==> config.mk <==
export PLATFORM = sky130hd
export DESIGN_NAME = nrd_scheduler
export DESIGN_NICKNAME = d
export VERILOG_FILES = /design/src/rtl/nrd_scheduler.sv
export SDC_FILE = /design/constraint.sdc
export NUM_CORES = 1
export LEC_CHECK = 0
export CORE_AREA = 4 4 194 196
export DETAILED_ROUTE_END_ITERATION = 6
export DIE_AREA = 0 0 198 200
export MAX_ROUTING_LAYER = met4
export SLEW_MARGIN = 10
export SYNTH_ARGS = -nofsm -noshare
export SYNTH_HDL_FRONTEND = slang
export SYNTH_SLANG_ARGS = --single-unit
==> constraint.sdc <==
create_clock -name i_clk -period 6 [get_ports i_clk]
set_input_delay 1.2 -clock i_clk [delete_from_list [all_inputs] [get_ports i_clk]]
set_output_delay 1.2 -clock i_clk [all_outputs]
set_load 0.02 [all_outputs]
==> src/rtl/nrd_scheduler.sv <==
// Round-robin front end sharing one non-restoring divider; bypasses divide-by-zero and short dividends locally.
// Bypass answers 1 cycle after grant; one job in flight, no new grant while a response waits for o_resp_ready.
module nrd_scheduler #(
    parameter int NREQ    = 4,
    parameter int TIMEOUT = 200
) (
    input  logic                   i_clk,
    input  logic                   i_rst_n,
    input  logic [NREQ-1:0]        i_req_valid,
    output logic [NREQ-1:0]        o_req_ready,
    input  logic [NREQ*32-1:0]     i_req_dividend,
    input  logic [NREQ*32-1:0]     i_req_divisor,
    output logic                   o_resp_valid,
    input  logic                   i_resp_ready,
    output logic [2:0]             o_resp_id,
    output logic [31:0]            o_resp_quotient,
    output logic signed [32:0]     o_resp_remainder,
    output logic [1:0]             o_resp_err,
    output logic [5:0]             o_resp_num_add,
    output logic [5:0]             o_resp_num_sub,
    output logic [31:0]            o_div_dividend,
    output logic [31:0]            o_div_divisor,
    output logic signed [6:0]      o_div_len_dvd,
    output logic signed [6:0]      o_div_len_dvs,
    output logic                   o_div_new_input,
    input  logic [31:0]            i_div_quotient,
    input  logic signed [32:0]     i_div_remainder,
    input  logic                   i_div_done,
    input  logic [5:0]             i_div_num_add,
    input  logic [5:0]             i_div_num_sub
);

    localparam int IDW = (NREQ > 1) ? $clog2(NREQ) : 1;
    localparam int WDW = $clog2(TIMEOUT + 1);

    typedef enum logic [2:0] {
        S_IDLE,
        S_LAUNCH,
        S_WAIT_CLR,
        S_WAIT_DONE,
        S_RESP
    } state_t;

    state_t                r_state;
    logic [IDW-1:0]        r_rr;
    logic [WDW-1:0]        r_wdog;
    logic                  r_resp_valid;
    logic [IDW-1:0]        r_resp_id;
    logic [31:0]           r_resp_quot;
    logic signed [32:0]    r_resp_rem;
    logic [1:0]            r_resp_err;
    logic [5:0]            r_resp_nadd;
    logic [5:0]            r_resp_nsub;
    logic [31:0]           r_div_dvd;
    logic [31:0]           r_div_dvs;
    logic [6:0]            r_len_dvd;
    logic [6:0]            r_len_dvs;
    logic                  r_new_input;

    logic                  w_found;
    logic [IDW-1:0]        w_win;
    logic [IDW-1:0]        w_rr_next;
    int                    w_idx;
    logic                  w_grant;
    logic [31:0]           w_dvd;
    logic [31:0]           w_dvs;
    logic [6:0]            w_len_dvd;
    logic [6:0]            w_len_dvs;
    logic                  w_timeout;

    function automatic logic [6:0] f_len(input logic [31:0] x);
        logic [6:0] l;
        l = 7'd0;
        for (int b = 0; b < 32; b++) begin
            if (x[b]) l = 7'(b + 1);
        end
        return l;
    endfunction

    // First valid requester at or after the round-robin pointer, wrapping.
    always_comb begin
        w_found = 1'b0;
        w_win   = '0;
        w_idx   = 0;
        for (int k = 0; k < NREQ; k++) begin
            w_idx = int'(r_rr) + k;
            if (w_idx >= NREQ) w_idx = w_idx - NREQ;
            if (!w_found && i_req_valid[w_idx]) begin
                w_found = 1'b1;
                w_win   = IDW'(w_idx);
            end
        end
    end

    assign w_grant   = i_rst_n && (r_state == S_IDLE) && i_div_done && w_found;
    assign w_rr_next = (w_win == IDW'(NREQ - 1)) ? '0 : w_win + 1'b1;
    assign w_dvd     = i_req_dividend[w_win*32 +: 32];
    assign w_dvs     = i_req_divisor[w_win*32 +: 32];
    assign w_len_dvd = f_len(w_dvd);
    assign w_len_dvs = f_len(w_dvs);
    assign w_timeout = (r_wdog == WDW'(TIMEOUT - 1));

    always_comb begin
        o_req_ready = '0;
        if (w_grant) o_req_ready[w_win] = 1'b1;
    end

    always_ff @(posedge i_clk) begin
        if (!i_rst_n) begin
            r_state      <= S_IDLE;
            r_rr         <= '0;
            r_wdog       <= '0;
            r_resp_valid <= 1'b0;
            r_resp_id    <= '0;
            r_resp_quot  <= '0;
            r_resp_rem   <= '0;
            r_resp_err   <= 2'd0;
            r_resp_nadd  <= '0;
            r_resp_nsub  <= '0;
            r_div_dvd    <= '0;
            r_div_dvs    <= '0;
            r_len_dvd    <= '0;
            r_len_dvs    <= '0;
            r_new_input  <= 1'b0;
        end else begin
            r_new_input <= 1'b0;
            case (r_state)
                S_IDLE: begin
                    if (w_grant) begin
                        r_rr      <= w_rr_next;
                        r_resp_id <= w_win;
                        if (w_dvs == 32'd0) begin
                            r_resp_quot  <= '1;
                            r_resp_rem   <= {1'b0, w_dvd};
                            r_resp_err   <= 2'd1;
                            r_resp_nadd  <= '0;
                            r_resp_nsub  <= '0;
                            r_resp_valid <= 1'b1;
                            r_state      <= S_RESP;
                        end else if (w_len_dvd < w_len_dvs) begin
                            r_resp_quot  <= '0;
                            r_resp_rem   <= {1'b0, w_dvd};
                            r_resp_err   <= 2'd0;
                            r_resp_nadd  <= '0;
                            r_resp_nsub  <= '0;
                            r_resp_valid <= 1'b1;
                            r_state      <= S_RESP;
                        end else begin
                            r_div_dvd   <= w_dvd;
                            r_div_dvs   <= w_dvs;
                            r_len_dvd   <= w_len_dvd;
                            r_len_dvs   <= w_len_dvs;
                            r_new_input <= 1'b1;
                            r_wdog      <= '0;
                            r_state     <= S_LAUNCH;
                        end
                    end
                end
                S_LAUNCH: begin
                    r_state <= S_WAIT_CLR;
                end
                // The divider only owns the job once it has dropped done.
                S_WAIT_CLR: begin
                    if (w_timeout) begin
                        r_resp_quot  <= '0;
                        r_resp_rem   <= '0;
                        r_resp_err   <= 2'd2;
                        r_resp_nadd  <= '0;
                        r_resp_nsub  <= '0;
                        r_resp_valid <= 1'b1;
                        r_state      <= S_RESP;
                    end else begin
                        r_wdog <= r_wdog + 1'b1;
                        if (!i_div_done) r_state <= S_WAIT_DONE;
                    end
                end
                S_WAIT_DONE: begin
                    if (i_div_done) begin
                        r_resp_quot  <= i_div_quotient;
                        r_resp_rem   <= i_div_remainder;
                        r_resp_err   <= 2'd0;
                        r_resp_nadd  <= i_div_num_add;
                        r_resp_nsub  <= i_div_num_sub;
                        r_resp_valid <= 1'b1;
                        r_state      <= S_RESP;
                    end else if (w_timeout) begin
                        r_resp_quot  <= '0;
                        r_resp_rem   <= '0;
                        r_resp_err   <= 2'd2;
                        r_resp_nadd  <= '0;
                        r_resp_nsub  <= '0;
                        r_resp_valid <= 1'b1;
                        r_state      <= S_RESP;
                    end else begin
                        r_wdog <= r_wdog + 1'b1;
                    end
                end
                S_RESP: begin
                    if (i_resp_ready) begin
                        r_resp_valid <= 1'b0;
                        r_state      <= S_IDLE;
                    end
                end
                default: r_state <= S_IDLE;
            endcase
        end
    end

    assign o_resp_valid     = r_resp_valid;
    assign o_resp_id        = 3'(r_resp_id);
    assign o_resp_quotient  = r_resp_quot;
    assign o_resp_remainder = r_resp_rem;
    assign o_resp_err       = r_resp_err;
    assign o_resp_num_add   = r_resp_nadd;
    assign o_resp_num_sub   = r_resp_nsub;
    assign o_div_dividend   = r_div_dvd;
    assign o_div_divisor    = r_div_dvs;
    assign o_div_len_dvd    = r_len_dvd;
    assign o_div_len_dvs    = r_len_dvs;
    assign o_div_new_input  = r_new_input;

endmodule

======== Word-level counts from Yosys, hierarchy flattened ========
Cells that the tools add are included.
word-level totals
  logic and storage cells ................. 219
  register bits ........................... 174
cells by class
  shift operators ......................... 2
  order comparisons ....................... 11
  bitwise operators ....................... 5
  reduce and logical (&&, ||, !) cells .... 21
  multiplexer cells ....................... 142
  add/subtract/negate cells ............... 9
  equal/unequal tests ..................... 14
operators with widths
  kind                                                  count
  2-to-1 mux 7 bit                                      62
  2-to-1 mux 32 bit                                     9
  indexed part select 128 x 8 -> 32 bit                 2
  2-to-1 mux 33 bit                                     5
  < comparator 32 x 4 -> 1 bit (second input constant)  4
  one-hot mux 33 bit (3 select lines)                   1
  one-hot mux 32 bit (3 select lines)                   1
  2-to-1 mux 6 bit                                      7
  2-to-1 mux 8 bit                                      5
  one-hot mux 6 bit (3 select lines)                    2
  zero test 32 bit                                      1
  2-to-1 mux 3 bit                                      8
  one-hot mux 8 bit (3 select lines)                    1
  2-to-1 mux 1 bit                                      22
  2-to-1 mux 2 bit                                      10
  one-hot mux 3 bit (5 select lines)                    1
  AND reduction 4 bit                                   3
  subtractor 3 x 3 -> 4 bit (second input constant)     3
  != test 2 bit (second input constant)                 5
  >= comparator 3 bit (second input constant)           3
  adder 8 x 1 -> 8 bit (second input constant)          1
  binary-select mux 1 bit (select 2 bit)                4
  equality test 8 bit (second input constant)           1
  logical AND 1 bit                                     7
  other kinds (27)                                      36

======== Depth between registers and ports, before layout ========
  depth in word-level cells ............... 53
  depth in mapped cells ................... 24

======== Worst setup path after synthesis ========
OpenSTA, ideal clock, no wires.
  path kind ............................... in2reg
  start ................................... input i_req_valid[1]
  end ..................................... register r_len_dvd[1], in the netlist o_div_len_dvd[1]
  stages on the path ...................... 21
  buffers on the path ..................... 4
  setup slack ............................. 1.043 ns
  data arrival time ....................... 4.834 ns
  library setup time ...................... 0.123 ns
  path through ............................ or3b_1 o221ai_4 buf_6 buf_6 mux2i_1 mux2i_1 nor4_1 nand2_1 a21bo_2 a21oi_1 o21ai_0 ha_1 a21oi_1 o22ai_1 o22ai_2 nor2_1 inv_2 and2_1 buf_2 buf_6 mux2_1
between the ends
  cells in the longest elaborated chain, start to end .. 49
  elaborated cells between the ends (all ways) .. 98
RTL lines
  what                                                      line    text
  start, declared                                           9       input logic [NREQ-1:0] i_req_valid,
  binary-select mux 1 bit (select 2 bit)                    88      if (!w_found && i_req_valid[w_idx]) begin
  2-to-1 mux 1 bit (implied by the code) (2 in a row)       88
  2-to-1 mux 1 bit                                          88
  zero test 1 bit                                           88
  logical AND 1 bit                                         88
  2-to-1 mux 1 bit                                          88
  zero test 1 bit                                           88
  logical AND 1 bit                                         88
  [... 2 more ...]                                          --
  logical AND 1 bit                                         88
  2-to-1 mux 2 bit                                          88
  indexed part select 128 x 8 -> 32 bit (on tied branches)  97, 98
  2-to-1 mux 1 bit                                          75      if (x[b]) l = 7'(b + 1);
  2-to-1 mux 7 bit (31 in a row)                            75
  < comparator 7 bit                                        140     end else if (w_len_dvd < w_len_dvs) begin
  inverter 1 bit (no source line)                           --
  AND reduction 4 bit (no source line)                      --
  end signal, assigned                                      151     r_len_dvd <= w_len_dvd;
  end, declared                                             56      logic [6:0] r_len_dvd;
Parallel ways exist; a longest one is shown, timed or not. The select of a mux whose other input is x is not followed.
A chain may end at the register's enable or synchronous reset.

======== Final worst setup path ========
  start ................................... input i_req_valid[2]
  end ..................................... register r_resp_err[0], in the netlist o_resp_err[0]
between the ends
  elaborated cells between the ends (all ways) .. 101
RTL lines
  what                                                 line  text
  binary-select mux 1 bit (select 2 bit)               88
  2-to-1 mux 1 bit (implied by the code) (2 in a row)  88
  2-to-1 mux 1 bit                                     88
  zero test 1 bit                                      88
  logical AND 1 bit                                    88
  2-to-1 mux 1 bit                                     88
  zero test 1 bit                                      88
  logical AND 1 bit                                    88
  [... 3 more ...]                                     --
  2-to-1 mux 2 bit (*)                                 88
  indexed part select 128 x 8 -> 32 bit (*)            97    assign w_dvd = i_req_dividend[w_win*32 +: 32];
  2-to-1 mux 7 bit (29 in a row)                       75
  2-to-1 mux 7 bit (*)                                 75
  via w_len_dvd[3]                                     67    logic [6:0] w_len_dvd;
  < comparator 7 bit (*)                               140
  != test 3 x 1 -> 1 bit (no source line) (*)          --
  AND reduction 3 bit (no source line) (*)             --
  end signal, assigned                                 135   r_resp_err <= 2'd1;
  end signal, assigned                                 143   r_resp_err <= 2'd0;
  end signal, assigned                                 167   r_resp_err <= 2'd2;
  end, declared                                        51    logic [1:0] r_resp_err;
Mark *: on every way through the listed nets, which the timed path passes. The rest lies on a longest branch. The select of a mux whose other input is x is not followed.

==> flow_summary_export.csv <==
group,metric,value,unit
synth,synth_async_sr_flop_share,0,%
timing,min_period,5.48,ns
drt,vias,11000,
timing,hold_violations,0,
hold_path,holdPathStages,2,
timing,fin_skew,0.0123,ns
floorplanning,floorplan.die.width,198,um
drt,drcViolationCount,0,
timing,finalSetupTns,0,ns
synth,post_synth_mux_area_share,27.5,%
drt,per_cell_routed_wire_length,21.1,um
critical_path,timing.rr.start,"r_rr[1]$_SDFFE_PN0P_",
grt,overflow,0,
power_and_ir_drop,clock_power_share,26.6,%
place,dp_cells,2172,
power_and_ir_drop,total_power,4.39,mW
critical_path,regToRegSetupSlack,1.33,ns
run_status,outcome,"finished, final reports clean",
synth,ys_flop_type,"sky130_fd_sc_hd__dfxtp_1",
critical_path,r2r_cells,21,
place,post-dp-hpwl,37.2,mm
critical_path,r2r-end,"o_resp_err[0]$_SDFFE_PN0P_",
critical_path,cp-start-kind,"primary input",
critical_path,worstPathMaxFanout,46,
critical_path,crit_arrival,5.84,ns
place,place.gp.congestion,0.876,
timing,setup_viol,0,
power_and_ir_drop,net-switching-power,1.58,mW
cells_and_area,fill_cells,3550,
critical_path,critical_path.startpoint,"i_req_valid[2]",
grt,initial_antenna_violation_count,1,
timing,timing_max_transition_violations_final,0,
grt,grt_first_pass_wirelength,66.1,mm
synth,synth_cells,1203,
critical_path,critical_path_cell_count,21,
synth,seq_total_area_yosys,32.6,%
cts,clk_latency,0.44,ns
critical_path,cp_top_family,"simple AND/OR/NAND/NOR gates",
cts,cts-root-to-sink-buffers,2,
grt,grt_start_max_net_pins,93,
timing,slew_headroom,36.8,%
cts,post_cts_hold_buffer_count,0,
synth,synth_compound_gate_area_share,15.7,%
synth,synth-seq-cells,170,
synth,post_synthesis_share_of_cell_area_spent_on_full_adders_half_adders_and_majority_gates,1.20,%
power_and_ir_drop,powerDensity,259,mW/mm^2
critical_path,cp-end-kind,"register",
power_and_ir_drop,share_comb_of_total_power,42.3,%
hold_path,worst_hold_check_path_type,"reg -> reg",
cells_and_area,finalNetCount,2074,
critical_path,timing.critical_path.slowest_stage_cell,"sky130_fd_sc_hd__clkdlybuf4s50_1",
cts,clock_tree_from_tritoncts,"yes",
place,portBuffers,503,
synth,netlist-cell-type-count,70,
timing,post-route-period-util,91.3,%
cells_and_area,layout.cells.most_common,"sky130_fd_sc_hd__clkdlybuf4s50_1",
grt,globalRouteTotalUtil,22.5,%
timing,hold_ws,0.461,ns
floorplanning,num_io_pins,507,
cts,post_cts_buffers,0,
drt,drt_first_pass_iters,5,
cts,clkSlewWorstSetupHoldPaths,0.07,ns
critical_path,crit_path_cell_trace,"clkdlybuf4s50_1, or3b_1, o221ai_4, buf_12, buf_12, mux2i_1, mux2i_1, nor2_1, nand2_1, or4_1, nor2_1, nor2_1, ha_1, nand3_1, o22ai_1, o22ai_2, nand2_1, inv_1, a211oi_4, buf_12, o2bb2ai_1",
drt,detail_route.iter0.violations,454,
critical_path,cpPeakStageDelay,0.51,ns
critical_path,worstPathBufferInverterCount,5,
cells_and_area,most-common-layout-cells,"sky130_fd_sc_hd__clkdlybuf4s50_1 (502), sky130_fd_sc_hd__mux2i_1 (269), sky130_fd_sc_hd__nand2_1 (189)",
floorplanning,floorplan.initialDensity,29.0,%
cts,postCtsResizedCells,0,
power_and_ir_drop,power.share.switching,36.0,%
cells_and_area,layout-drive-gt1-share,9.50,%
cells_and_area,area_growth,62.4,%
floorplanning,num_rows,70,
power_and_ir_drop,internal_power,2.81,mW
power_and_ir_drop,vdd_ir_drop_max,0.000195,V
floorplanning,fp.dieArea,0.0396,mm^2
power_and_ir_drop,leakagePower,7.20,nW
synth,synth_top_family_by_area,"multiplexers",
timing,worst-slew-pin-transition,0.948,ns
critical_path,timing.critical_path.required,6.36,ns
timing,achievable_frequency,183,MHz
drt,routed_via_density,4.99,
drt,drtAntennaViolNets,0,
floorplanning,fp.coreArea,0.0361,mm^2
critical_path,setup.worst_path.end,"o_resp_err[0]$_SDFFE_PN0P_",
critical_path,worst_setup_path_class,"in -> reg",
synth,avgSynthCellArea,8.69,um^2
synth,post_synth_simple_gate_area,16.1,%
floorplanning,die-height,200,um
synth,synth-edff-count,0,
synth,yosys_warnings,0,
cts,clock_sinks,170,
power_and_ir_drop,power_frac_seq,31.1,%
grt,first_global_vias,10800,
synth,synth.cell_area,0.0105,mm^2
cts,ctsRootBufferMaster,"sky130_fd_sc_hd__clkbuf_16",
synth,xor_xnor_fraction_of_synth_area,0,%
job,drv.max_cap_violation_count,0,
cells_and_area,final_cells,2205,
cts,cts_inserted_buffers,17,
drt,final_wl,46.4,mm
timing,rsz0062_at_grt,"false",
cts,cts.htree.levels,4,
[layer usage]
metal  share of wire (%)  GRT usage [%]  up-vias
li1                    -              -     5368
met2                  49           37.2      350
met1                  43           28.0     5250
met3                 6.6           5.84       35
met5                   0              -        -
met4                 1.6           4.82        0
[cells by family (layout without fill, tap and decap cells)]
logic type,after synthesis,count (layout)
AND/OR/NAND/NOR,374,374
multiplexers,285,285
AO/OA/AOI/OAI,226,226
flip-flops,170,170
buffers and inverters,137,668
adder cells (fa/ha/maj),10,10
other,1,4
[how the worst min path moves through the flow]
stage	start	end	slack, ns
global route	o_div_divisor[6]$_SDFFE_PN0P_	o_div_divisor[6]$_SDFFE_PN0P_	0.48
global placement	o_div_dividend[8]$_SDFFE_PN0P_	o_div_dividend[8]$_SDFFE_PN0P_	0.44
finish	o_div_dividend[0]$_SDFFE_PN0P_	o_div_dividend[0]$_SDFFE_PN0P_	0.46
floorplan	r_wdog[7]$_SDFFE_PN0P_	r_wdog[7]$_SDFFE_PN0P_	0.43
detailed placement	o_resp_quotient[31]$_SDFFE_PN0P_	o_resp_quotient[31]$_SDFFE_PN0P_	0.45
CTS	o_div_dividend[0]$_SDFFE_PN0P_	o_div_dividend[0]$_SDFFE_PN0P_	0.47
[flip-flops by register name, summed over array words and instances, names as in the netlist]
name / flops
o_resp_remainder: 33
o_div_dividend: 32
o_div_divisor: 32
o_resp_quotient: 32
r_wdog: 8
o_resp_num_add: 6
o_resp_num_sub: 6
o_div_len_dvd: 5
o_div_len_dvs: 5
r_state: 3
o_resp_err: 2
r_resp_id: 2
r_rr: 2
o_div_new_input: 1
o_resp_valid: 1
[cells in the mapped netlist (all sizes together), types with 2 or more instances]
cell     count  area share [%]
nand3       76             3.6
nor4b        2            0.17
nor4        12            0.78
a31o        10            0.84
o211ai      32             2.3
o221ai       3            0.42
or4          2            0.14
nor2b        7            0.42
a21oi       63             3.0
dfxtp      170              33
a22o        13             1.1
or2          3            0.18
inv         41             1.5
mux2        16             1.7
and3         7            0.42
nand4        4            0.24
a21boi       8            0.57
o22ai        2            0.18
a31oi        9            0.54
o2111a       3            0.32
or3          2            0.12
nor2        41             1.5
o2111ai      2            0.17
nor3         8            0.38
clkbuf      45             1.6
nand2b       5            0.30
and2        11            0.66
ha          10             1.2
nand2      190             6.8
o21ai       20            0.99
a2111oi      2            0.23
o2bb2ai     33             2.8
buf         50             3.8
o31ai        4            0.34
mux2i      269              26
o21a         3            0.22
a211oi       7            0.62
[metrics by stage]
step	util [%]	instance area (um^2)	worst slack (ns)
5_1_grt	47.0	17000	0.302
2_1_floorplan	-	10500	1.04
3_5_place_dp	45.4	16400	0.128
6_report	47.0	17000	0.521
3_3_place_gp	45.4	16400	0.178
4_1_cts	47.0	17000	0.580
[power by group through the flow]
| stage | Combinational [mW] | Sequential, mW | Clock, mW |
|---|---|---|---|
| finish | 1.86 | 1.36 | 1.17 |
| global route | 1.98 | 1.38 | 1.24 |
| CTS | 1.87 | 1.36 | 1.20 |
| detailed placement | 1.86 | 1.39 | 0 |
| global placement | 1.84 | 1.39 | 0 |
| floorplan | 0.817 | 1.51 | 0 |
[final cells by class]
class,count,area (um^2),share of cell area [%]
clock inverter,12,150,0.885
multi-input combinational,898,6360,37.5
sequential,170,3400,20.1
clock buffer,20,457,2.69
tap,468,586,3.45
antenna,1,2.50,0.0147
inverter,42,158,0.929
timing repair buffer,594,5860,34.5
[worst reg2reg max path, stage by stage (launching register included)]
cell,delay [ns]
sky130_fd_sc_hd__dfxtp_1,0.46
sky130_fd_sc_hd__mux2i_1,0.33
sky130_fd_sc_hd__o221ai_4,0.15
sky130_fd_sc_hd__buf_12,0.19
sky130_fd_sc_hd__buf_4,0.22
sky130_fd_sc_hd__and2_1,0.17
sky130_fd_sc_hd__a211oi_1,0.32
sky130_fd_sc_hd__a31oi_1,0.16
sky130_fd_sc_hd__nor2_1,0.18
sky130_fd_sc_hd__nand2_1,0.09
sky130_fd_sc_hd__or4_1,0.45
sky130_fd_sc_hd__nor2_1,0.17
sky130_fd_sc_hd__nor2_1,0.08
sky130_fd_sc_hd__ha_1,0.29
sky130_fd_sc_hd__nand3_1,0.08
sky130_fd_sc_hd__o22ai_1,0.18
sky130_fd_sc_hd__o22ai_2,0.14
sky130_fd_sc_hd__nand2_1,0.13
sky130_fd_sc_hd__inv_1,0.09
sky130_fd_sc_hd__a211oi_4,0.28
sky130_fd_sc_hd__buf_12,0.26
sky130_fd_sc_hd__o2bb2ai_1,0.19
(Power assumes the default switching activity.)
